$ cat src/rtl/video_pixel_mux_pkg.sv
// Shared constants, palette address type and mirroring helpers for the pixel mux.
package video_pixel_mux_pkg;

    localparam int PM_GREYSCALE = 0;
    localparam int PM_BG_CLIP   = 1;
    localparam int PM_SP_CLIP   = 2;
    localparam int PM_BG_EN     = 3;
    localparam int PM_SP_EN     = 4;
    localparam int PM_EMPH_LSB  = 5;
    localparam int PM_EMPH_MSB  = 7;

    typedef logic [4:0] pal_addr_t;

    localparam pal_addr_t  PAL_BACKDROP = 5'h00;
    localparam logic [5:0] GREY_MASK    = 6'h30;

    // CPU view: sprite backdrop slots 0x10/14/18/1C fold onto 0x00/04/08/0C.
    function automatic pal_addr_t pal_mirror(input pal_addr_t addr);
        pal_addr_t m;
        m = addr;
        if (addr[1:0] == 2'b00) begin
            m[4] = 1'b0;
        end
        return m;
    endfunction

    // Pixel view: every transparent-index slot shows the universal backdrop.
    function automatic pal_addr_t pix_mirror(input pal_addr_t addr);
        return (addr[1:0] == 2'b00) ? PAL_BACKDROP : addr;
    endfunction

endpackage

$ cat src/rtl/video_palette_ram.sv
// 32x6 palette RAM: one CPU write port, registered pixel and CPU read ports.
// Reads are read-before-write, so a same-edge write is seen one cycle later.
module video_palette_ram
    import video_pixel_mux_pkg::*;
#(
    parameter int DEPTH = 32
) (
    input  logic       I_clock,
    input  logic       I_reset,
    input  logic       we,
    input  pal_addr_t  cpu_addr,
    input  logic [5:0] wdata,
    input  logic       cpu_re,
    output logic [5:0] cpu_rdata,
    input  logic       pix_re,
    input  pal_addr_t  pix_addr,
    output logic [5:0] pix_rdata
);

    logic [5:0] mem [0:DEPTH-1];
    logic [5:0] cpu_rdata_reg;
    logic [5:0] pix_rdata_reg;

    always_ff @(posedge I_clock) begin
        if (we) begin
            mem[pal_mirror(cpu_addr)] <= wdata;
        end
    end

    // Only the output registers are reset; the array keeps its contents.
    always_ff @(posedge I_clock or posedge I_reset) begin
        if (I_reset) begin
            cpu_rdata_reg <= 6'h00;
            pix_rdata_reg <= 6'h00;
        end else begin
            if (cpu_re) begin
                cpu_rdata_reg <= mem[pal_mirror(cpu_addr)];
            end
            if (pix_re) begin
                pix_rdata_reg <= mem[pix_mirror(pix_addr)];
            end
        end
    end

    assign cpu_rdata = cpu_rdata_reg;
    assign pix_rdata = pix_rdata_reg;

endmodule

$ cat src/rtl/video_pixel_mux.sv
// Background/sprite priority, clipping, palette lookup and sprite-0 hit.
// Optional: define VIDEO_PIXEL_EMPHASIS_EN to carry PPUMASK[7:5] alongside O_color.
module video_pixel_mux
    import video_pixel_mux_pkg::*;
#(
    parameter int CLIP_WIDTH  = 8,
    parameter int PAL_ENTRIES = 32
) (
    input  logic       I_clock,
    input  logic       I_reset,
    input  logic       I_pixel_valid,
    input  logic [7:0] I_x,
    input  logic [3:0] I_bg_color,
    input  logic [3:0] I_sp_color,
    input  logic       I_sp_priority,
    input  logic       I_sp_zero,
    input  logic [7:0] I_ppumask,
    input  logic       I_clear_flags,
    input  logic       I_pal_we,
    input  logic       I_pal_re,
    input  logic [4:0] I_pal_addr,
    input  logic [5:0] I_pal_wdata,
    output logic [5:0] O_pal_rdata,
    output logic       O_pixel_valid,
    output logic [5:0] O_color,
    output logic [2:0] O_emphasis,
    output logic       O_sprite0_hit
);

    localparam logic [7:0] CLIP_X = 8'(CLIP_WIDTH);

    logic      in_clip;
    logic      bg_op;
    logic      sp_op;
    logic      hit_event;
    pal_addr_t sel_addr_next;

    always_comb begin
        in_clip       = (I_x < CLIP_X);
        bg_op         = (I_bg_color[1:0] != 2'b00) && I_ppumask[PM_BG_EN] &&
                        (!in_clip || I_ppumask[PM_BG_CLIP]);
        sp_op         = (I_sp_color[1:0] != 2'b00) && I_ppumask[PM_SP_EN] &&
                        (!in_clip || I_ppumask[PM_SP_CLIP]);
        hit_event     = I_pixel_valid && bg_op && sp_op && I_sp_zero && (I_x != 8'hFF);
        sel_addr_next = PAL_BACKDROP;
        if (sp_op && (!bg_op || !I_sp_priority)) begin
            sel_addr_next = {1'b1, I_sp_color};
        end else if (bg_op) begin
            sel_addr_next = {1'b0, I_bg_color};
        end
    end

    logic      s1_valid_reg;
    pal_addr_t s1_addr_reg;
    logic      s1_grey_reg;
    logic      s2_valid_reg;
    logic      s2_grey_reg;
    logic      hit_reg;
    logic [5:0] pix_rdata;

    // Payload registers only load on visible pixels so O_color holds between them.
    always_ff @(posedge I_clock or posedge I_reset) begin
        if (I_reset) begin
            s1_valid_reg <= 1'b0;
            s1_addr_reg  <= PAL_BACKDROP;
            s1_grey_reg  <= 1'b0;
            s2_valid_reg <= 1'b0;
            s2_grey_reg  <= 1'b0;
        end else begin
            s1_valid_reg <= I_pixel_valid;
            s2_valid_reg <= s1_valid_reg;
            if (I_pixel_valid) begin
                s1_addr_reg <= sel_addr_next;
                s1_grey_reg <= I_ppumask[PM_GREYSCALE];
            end
            if (s1_valid_reg) begin
                s2_grey_reg <= s1_grey_reg;
            end
        end
    end

    // Clear has priority over a coincident hit.
    always_ff @(posedge I_clock or posedge I_reset) begin
        if (I_reset) begin
            hit_reg <= 1'b0;
        end else if (I_clear_flags) begin
            hit_reg <= 1'b0;
        end else if (hit_event) begin
            hit_reg <= 1'b1;
        end
    end

    video_palette_ram #(
        .DEPTH (PAL_ENTRIES)
    ) u_palette_ram (
        .I_clock   (I_clock),
        .I_reset   (I_reset),
        .we        (I_pal_we),
        .cpu_addr  (I_pal_addr),
        .wdata     (I_pal_wdata),
        .cpu_re    (I_pal_re),
        .cpu_rdata (O_pal_rdata),
        .pix_re    (s1_valid_reg),
        .pix_addr  (s1_addr_reg),
        .pix_rdata (pix_rdata)
    );

    assign O_pixel_valid = s2_valid_reg;
    assign O_color       = s2_grey_reg ? (pix_rdata & GREY_MASK) : pix_rdata;
    assign O_sprite0_hit = hit_reg;

`ifdef VIDEO_PIXEL_EMPHASIS_EN
    logic [2:0] s1_emph_reg;
    logic [2:0] s2_emph_reg;

    always_ff @(posedge I_clock or posedge I_reset) begin
        if (I_reset) begin
            s1_emph_reg <= 3'b000;
            s2_emph_reg <= 3'b000;
        end else begin
            if (I_pixel_valid) begin
                s1_emph_reg <= I_ppumask[PM_EMPH_MSB:PM_EMPH_LSB];
            end
            if (s1_valid_reg) begin
                s2_emph_reg <= s1_emph_reg;
            end
        end
    end

    assign O_emphasis = s2_emph_reg;
`else
    logic unused_emph;
    assign unused_emph = ^I_ppumask[PM_EMPH_MSB:PM_EMPH_LSB];
    assign O_emphasis  = 3'b000;
`endif

endmodule

$ cat config.mk
export PLATFORM = sky130hd
export DESIGN_NAME = video_pixel_mux
export DESIGN_NICKNAME = d
export VERILOG_FILES = /design/src/rtl/video_pixel_mux_pkg.sv /design/src/rtl/video_palette_ram.sv /design/src/rtl/video_pixel_mux.sv
export SDC_FILE = /design/constraint.sdc
export NUM_CORES = 1
export LEC_CHECK = 0
export BUFFER_PORTS_ARGS = -buffer_cell sky130_fd_sc_hd__buf_2
export CAP_MARGIN = 30
export CORE_UTILIZATION = 40
export DETAILED_ROUTE_END_ITERATION = 16
export PLACE_DENSITY = 0.56
export SYNTH_ARGS = -nofsm -noshare
export SYNTH_HDL_FRONTEND = slang
export SYNTH_HIERARCHICAL = 1
export SYNTH_SLANG_ARGS = --single-unit
$ cat constraint.sdc
create_clock -name I_clock -period 4 [get_ports I_clock]
set_input_delay 0.6 -clock I_clock [delete_from_list [all_inputs] [get_ports I_clock]]
set_output_delay 0.6 -clock I_clock [all_outputs]
set_load 0.05 [all_outputs]
==> impl_metrics.ini, run 1 <==
[floorplan]
initial_core_util = 0.414
row_count = 55
die_h_um = 156
core_area_um2 = 22900
die_w_um = 156
die_area_um2 = 24300
num_io_pins = 60

[critical_path]
cp_max_fo = 44
worstPathArrival_ps = 2840
critPathKind = reg -> reg
critPathCaptureType = flop
crit_path_start_kind = flop
crit_required_ps = 4290

[power]
internal_power_uw = 3380
p_per_area_nw_per_um2 = 446
p_sw_uw = 1380
ir_drop_uv = 265
pwr-share-seq = 0.501
swShare = 0.289
clkPwrFrac = 0.353
combPwrFrac = 0.145
p_leak_uw = 0.00358

[synthesis]
syn_area_per_cell_um2 = 13.3
yosysTopAreaCell = edfxtp_1
synth_edf_count = 175
netlist_area_um2 = 9490
ys_top_cells_by_area = edfxtp_1 55%, mux4_2 6.2%, dfrtp_1 5.8%
seq_area_frac_synth = 0.612
ys_seq_elements = 197
netlist_instances = 715
synth_top_area_share = 0.554
yosysWarnings = 6
ys_types = 53
async_flop_share = 0.112
synth-main-ff-cell = edfxtp_1

[sta]
worstMarginPinSlew_ps = 990
grt_setup_unrepaired = false
setup_viol = 0
max_freq_ghz = 0.392
post-route-period-util = 0.637
hold_violations = 0
fin_skew_ps = 13.5
holdWs_ps = 144
min_period_ps = 2550
tns_ps = 0
slew_headroom = 0.339
drv_slew = 0

[clock_network]
clk_pin_slew_worst_paths_ps = 70
htree_levels = 4
post_cts_buffers = 0
hold_buffers = 0
root_buffer = clkbuf_16
worstSkewPairLatency_ps = 440
cts_resized = 0
cts_tree = done
numCtsBuffers = 17
clk_path_buf_depth = 2
clock_sinks = 197

[worst_hold_path]
min_path_type = in -> async

[cells_and_area]
layout-drive-gt1-share = 0.212
areaGrowthSynthToFinish_pct = 12.4
largest_reg_flops = 175
finalNetCount = 803

[route]
vias = 6451
drc_errors = 0
dr.pass1.iters = 5
drt_iter0_markers = 713
vias_per_cell = 5.93
wl_um = 25800
antenna_left = 0
wl_per_cell_um = 23.8

[global_routing]
overflow = 0
grt_pass1_wl_um = 39000
grt_antenna_before_repair = 3
grt_start_max_net_pins = 81
first_global_vias = 6258
grtUsageTotal = 0.221

[job]
maxCapViolations = 0

[place]
place.gp.congestion = 0.852
place_hpwl_um = 17400
io_buffers = 53

[status]
status = complete, no violations
## critical path, cell delays in order (launching register included)
cell	delay (ps)
dfrtp_2	980
buf_4	370
mux4_2	520
a21oi_1	280
o2bb2ai_1	160
a211oi_1	80
## metal layers
layer  global-route usage  vias up  routed length [um]
met3               0.0478       42                1800
li1                     -     2864                   -
met2                0.349      295               12300
met1                0.301     3246               11100
met5                    0        -                  27
met4               0.0752        4                 583
## area by class of cell
class / count / area (um^2)
Antenna cell: 1 / 2.50
Clock buffer: 18 / 429
Clock inverter: 14 / 159
Fill cell: 1992 / 12300
Inverter: 11 / 41.3
Multi-Input combinational cell: 462 / 3400
Sequential cell: 197 / 5810
Tap cell: 313 / 392
Timing Repair Buffer: 71 / 433
## power by group through the flow
stage / Sequential, uW / Combinational (uW) / Clock [uW]
6_report: 2390 / 692 / 1680
5_1_grt: 2400 / 745 / 1790
4_1_cts: 2410 / 660 / 1710
3_5_place_dp: 2450 / 658 / 0
3_3_place_gp: 2450 / 649 / 0
2_1_floorplan: 2430 / 451 / 0
## logic make-up after synthesis
kind of cell    count (synthesis)  synth area share
flops                         197             0.612
mux                           100             0.144
other cells                     2          0.000792
buf+inv                        64            0.0330
compound gates                163             0.116
simple gates                  189            0.0944
## per-stage QoR
stage | utilization | power (uW) | instance area [um^2] | std cells | worst slack [ps]
floorplan | - | 2880 | 9520 | 723 | 1660
global placement | 0.438 | 3100 | 10000 | 1053 | 1120
detailed placement | 0.438 | 3110 | 10000 | 1053 | 1050
CTS | 0.464 | 4780 | 10600 | 1085 | 1260
global route | 0.465 | 4930 | 10700 | 1086 | 1330
finish | 0.465 | 4760 | 10700 | 1087 | 1450
## cells in the final DEF, fill, tap and decap left out, drive strengths merged, types with 5 or more instances in the layout
cell	count
buf	71
mux2	28
nand3	11
o22ai	11
o21ai	29
conb	10
a22oi	12
a311oi	11
dfrtp	22
nand2	69
nor3	9
a31oi	12
inv	18
nor2	51
o2bb2ai	10
mux4	26
clkinv	6
mux2i	46
nor2b	24
o211ai	5
and3	5
edfxtp	175
a221oi	13
clkbuf	18
nor4	7
a21oi	36
## path summary, 6_finish.rpt
kind,from,to,cells past startpoint,slack (ps)
min in group I_clock,I_pixel_valid,s1_valid_reg,1,380
worst min register to register,s1_grey_reg,s1_grey_reg,1,500
worst max-delay path,s1_addr_reg[2],u_palette_ram/pix_rdata[2],5,1450
worst max register to register,s1_addr_reg[2],u_palette_ram/pix_rdata[2],5,1450
worst min-delay path,I_reset,O_pixel_valid,2,140
max in group asynchronous,I_reset,u_palette_ram/pix_rdata[1],2,3410
## Yosys cell counts (5+ instances only)
cell,n
inv_1,11
dfrtp_1,22
clkbuf_1,20
mux2i_1,46
nand3_1,11
nand2_1,69
a221oi_1,13
and3_1,5
a311oi_1,11
a21oi_1,36
buf_2,24
nor2b_1,24
nor4_1,5
mux2_2,27
o22ai_1,11
o2bb2ai_1,10
o211ai_1,5
o21ai_0,28
mux4_2,26
a22oi_1,12
edfxtp_1,175
a31oi_1,12
buf_4,5
nor2_1,51
nor3_1,9
No activity file was read; power rests on OpenSTA's default activity.
==> run 2: changes to the inputs <==
- clock period: 4 -> 2.4 ns (I/O delays scaled with it)
==> impl_metrics.ini, run 2 (synthesized netlist as in run 1, its figures left out) <==
[critical_path]
crit_path_start_kind = flop
critPathCaptureType = flop
cp_max_fo = 30
worstPathArrival_ps = 2530
rr_startpoint = s1_addr_reg[0]
r2r_slack_ps = 240
critPathKind = reg -> reg
cp-startpoint = s1_addr_reg[0]
crit_required_ps = 2770

[sta]
grt_setup_unrepaired = false
post-route-period-util = 0.899
min_period_ps = 2160
tns_ps = 0
slew_headroom = 0.546
hold_violations = 0
holdWs_ps = 136
worstMarginPinSlew_ps = 681
max_freq_ghz = 0.463
drv_slew = 0
fin_skew_ps = 7.98
setup_ws_ps = 242
setup_viol = 0

[route]
wl_per_cell_um = 23.2
dr.pass1.iters = 7
vias = 6672
drc_errors = 0
antenna_left = 0
drt_iter0_markers = 638
vias_per_cell = 5.88
wl_um = 26400

[power]
internal_power_uw = 5730
clkPwrFrac = 0.343
p_leak_uw = 0.00383
pwr-share-seq = 0.500
combPwrFrac = 0.158
swShare = 0.277
p_per_area_nw_per_um2 = 717
ir_drop_uv = 496
p_sw_uw = 2190
power_uw = 7930

[global_routing]
grt_start_max_net_pins = 31
first_global_vias = 6545
grt_antenna_before_repair = 2
grtUsageTotal = 0.226
overflow = 0
grt_pass1_wl_um = 40100

[clock_network]
cts_tree = done
clk_path_buf_depth = 2
worstSkewPairLatency_ps = 430
root_buffer = clkbuf_16
post_cts_buffers = 0
numCtsBuffers = 17
clock_sinks = 197
clk_pin_slew_worst_paths_ps = 70
htree_levels = 4

[worst_hold_path]
min_path_type = in -> reg
min_from = I_pixel_valid

[place]
post_dp_cell_area_um2 = 10500
dp_slack_ps = 107
io_buffers = 53
place.gp.congestion = 0.887
place_hpwl_um = 18500

[floorplan]
die_h_um = 156
die_w_um = 156
core_area_um2 = 22900
initial_core_util = 0.414
row_count = 55
die_area_um2 = 24300
num_io_pins = 60

[cells_and_area]
seqCellArea_um2 = 5810
final_common_cell = edfxtp_1
final_area_um2 = 11100
finalNetCount = 851
nFillCells = 2006
multiInputGateArea_um2 = 3400
areaGrowthSynthToFinish_pct = 16.6
largest_reg_flops = 175
layout-drive-gt1-share = 0.257
mostFrequentLayoutCells = 175 x edfxtp_1, 69 x nand2_1, 57 x buf_4

[status]
status = complete, no violations

[job]
maxCapViolations = 0
[run 2: final cells by class]
class                           count  area share
Inverter                           11     0.00373
Clock buffer                       17      0.0384
Multi-Input combinational cell    462       0.307
Tap cell                          313      0.0354
Sequential cell                   197       0.525
Timing Repair Buffer              119      0.0780
Clock inverter                     15      0.0119
Antenna cell                        1    0.000226
[run 2: critical path, stage by stage (launching register included)]
cell and delay, ps:
dfrtp_4 740, buf_4 260, and2_1 240, o2bb2ai_1 140, a22oi_1 120, o221ai_1 360
and3_1 220
[run 2: power by group through the flow]
stage / Combinational, uW / Sequential, uW / Clock [uW]
5_1_grt: 1340 / 3970 / 2890
3_3_place_gp: 1220 / 4030 / 0
4_1_cts: 1240 / 3960 / 2760
6_report: 1250 / 3960 / 2720
2_1_floorplan: 751 / 4040 / 0
3_5_place_dp: 1240 / 4030 / 0
[run 2: path summary, 6_finish.rpt]
kind,cells after the start,endpoint
max,6,u_palette_ram/pix_rdata[0]
min,1,s1_valid_reg
max reg2reg,6,u_palette_ram/pix_rdata[0]
min reg2reg,1,s1_grey_reg
max in group asynchronous,3,u_palette_ram/cpu_rdata[2]
min in group asynchronous,3,s1_addr_reg[4]
[run 2: repair_timing]
item | CTS | global route
endpoints found under the hold margin | 22 | 0
setup endpoints to repair | 0 | 0
gates resized for setup | 0 | 0
hold buffers | 1 | 0
[run 2: per-stage QoR]
step | util | cells
final | 0.483 | 1135
after detailed placement | 0.458 | 1101
after global routing | 0.483 | 1134
after global placement | 0.458 | 1101
after floorplan | - | 723
after CTS | 0.483 | 1134
[run 2: per-layer routing]
metal,track usage,vias up,part of all wire
met5,0,-,0.00049
met4,0.0845,2,0.031
met1,0.313,3342,0.43
met3,0.0461,42,0.076
met2,0.352,328,0.47
li1,-,2958,-
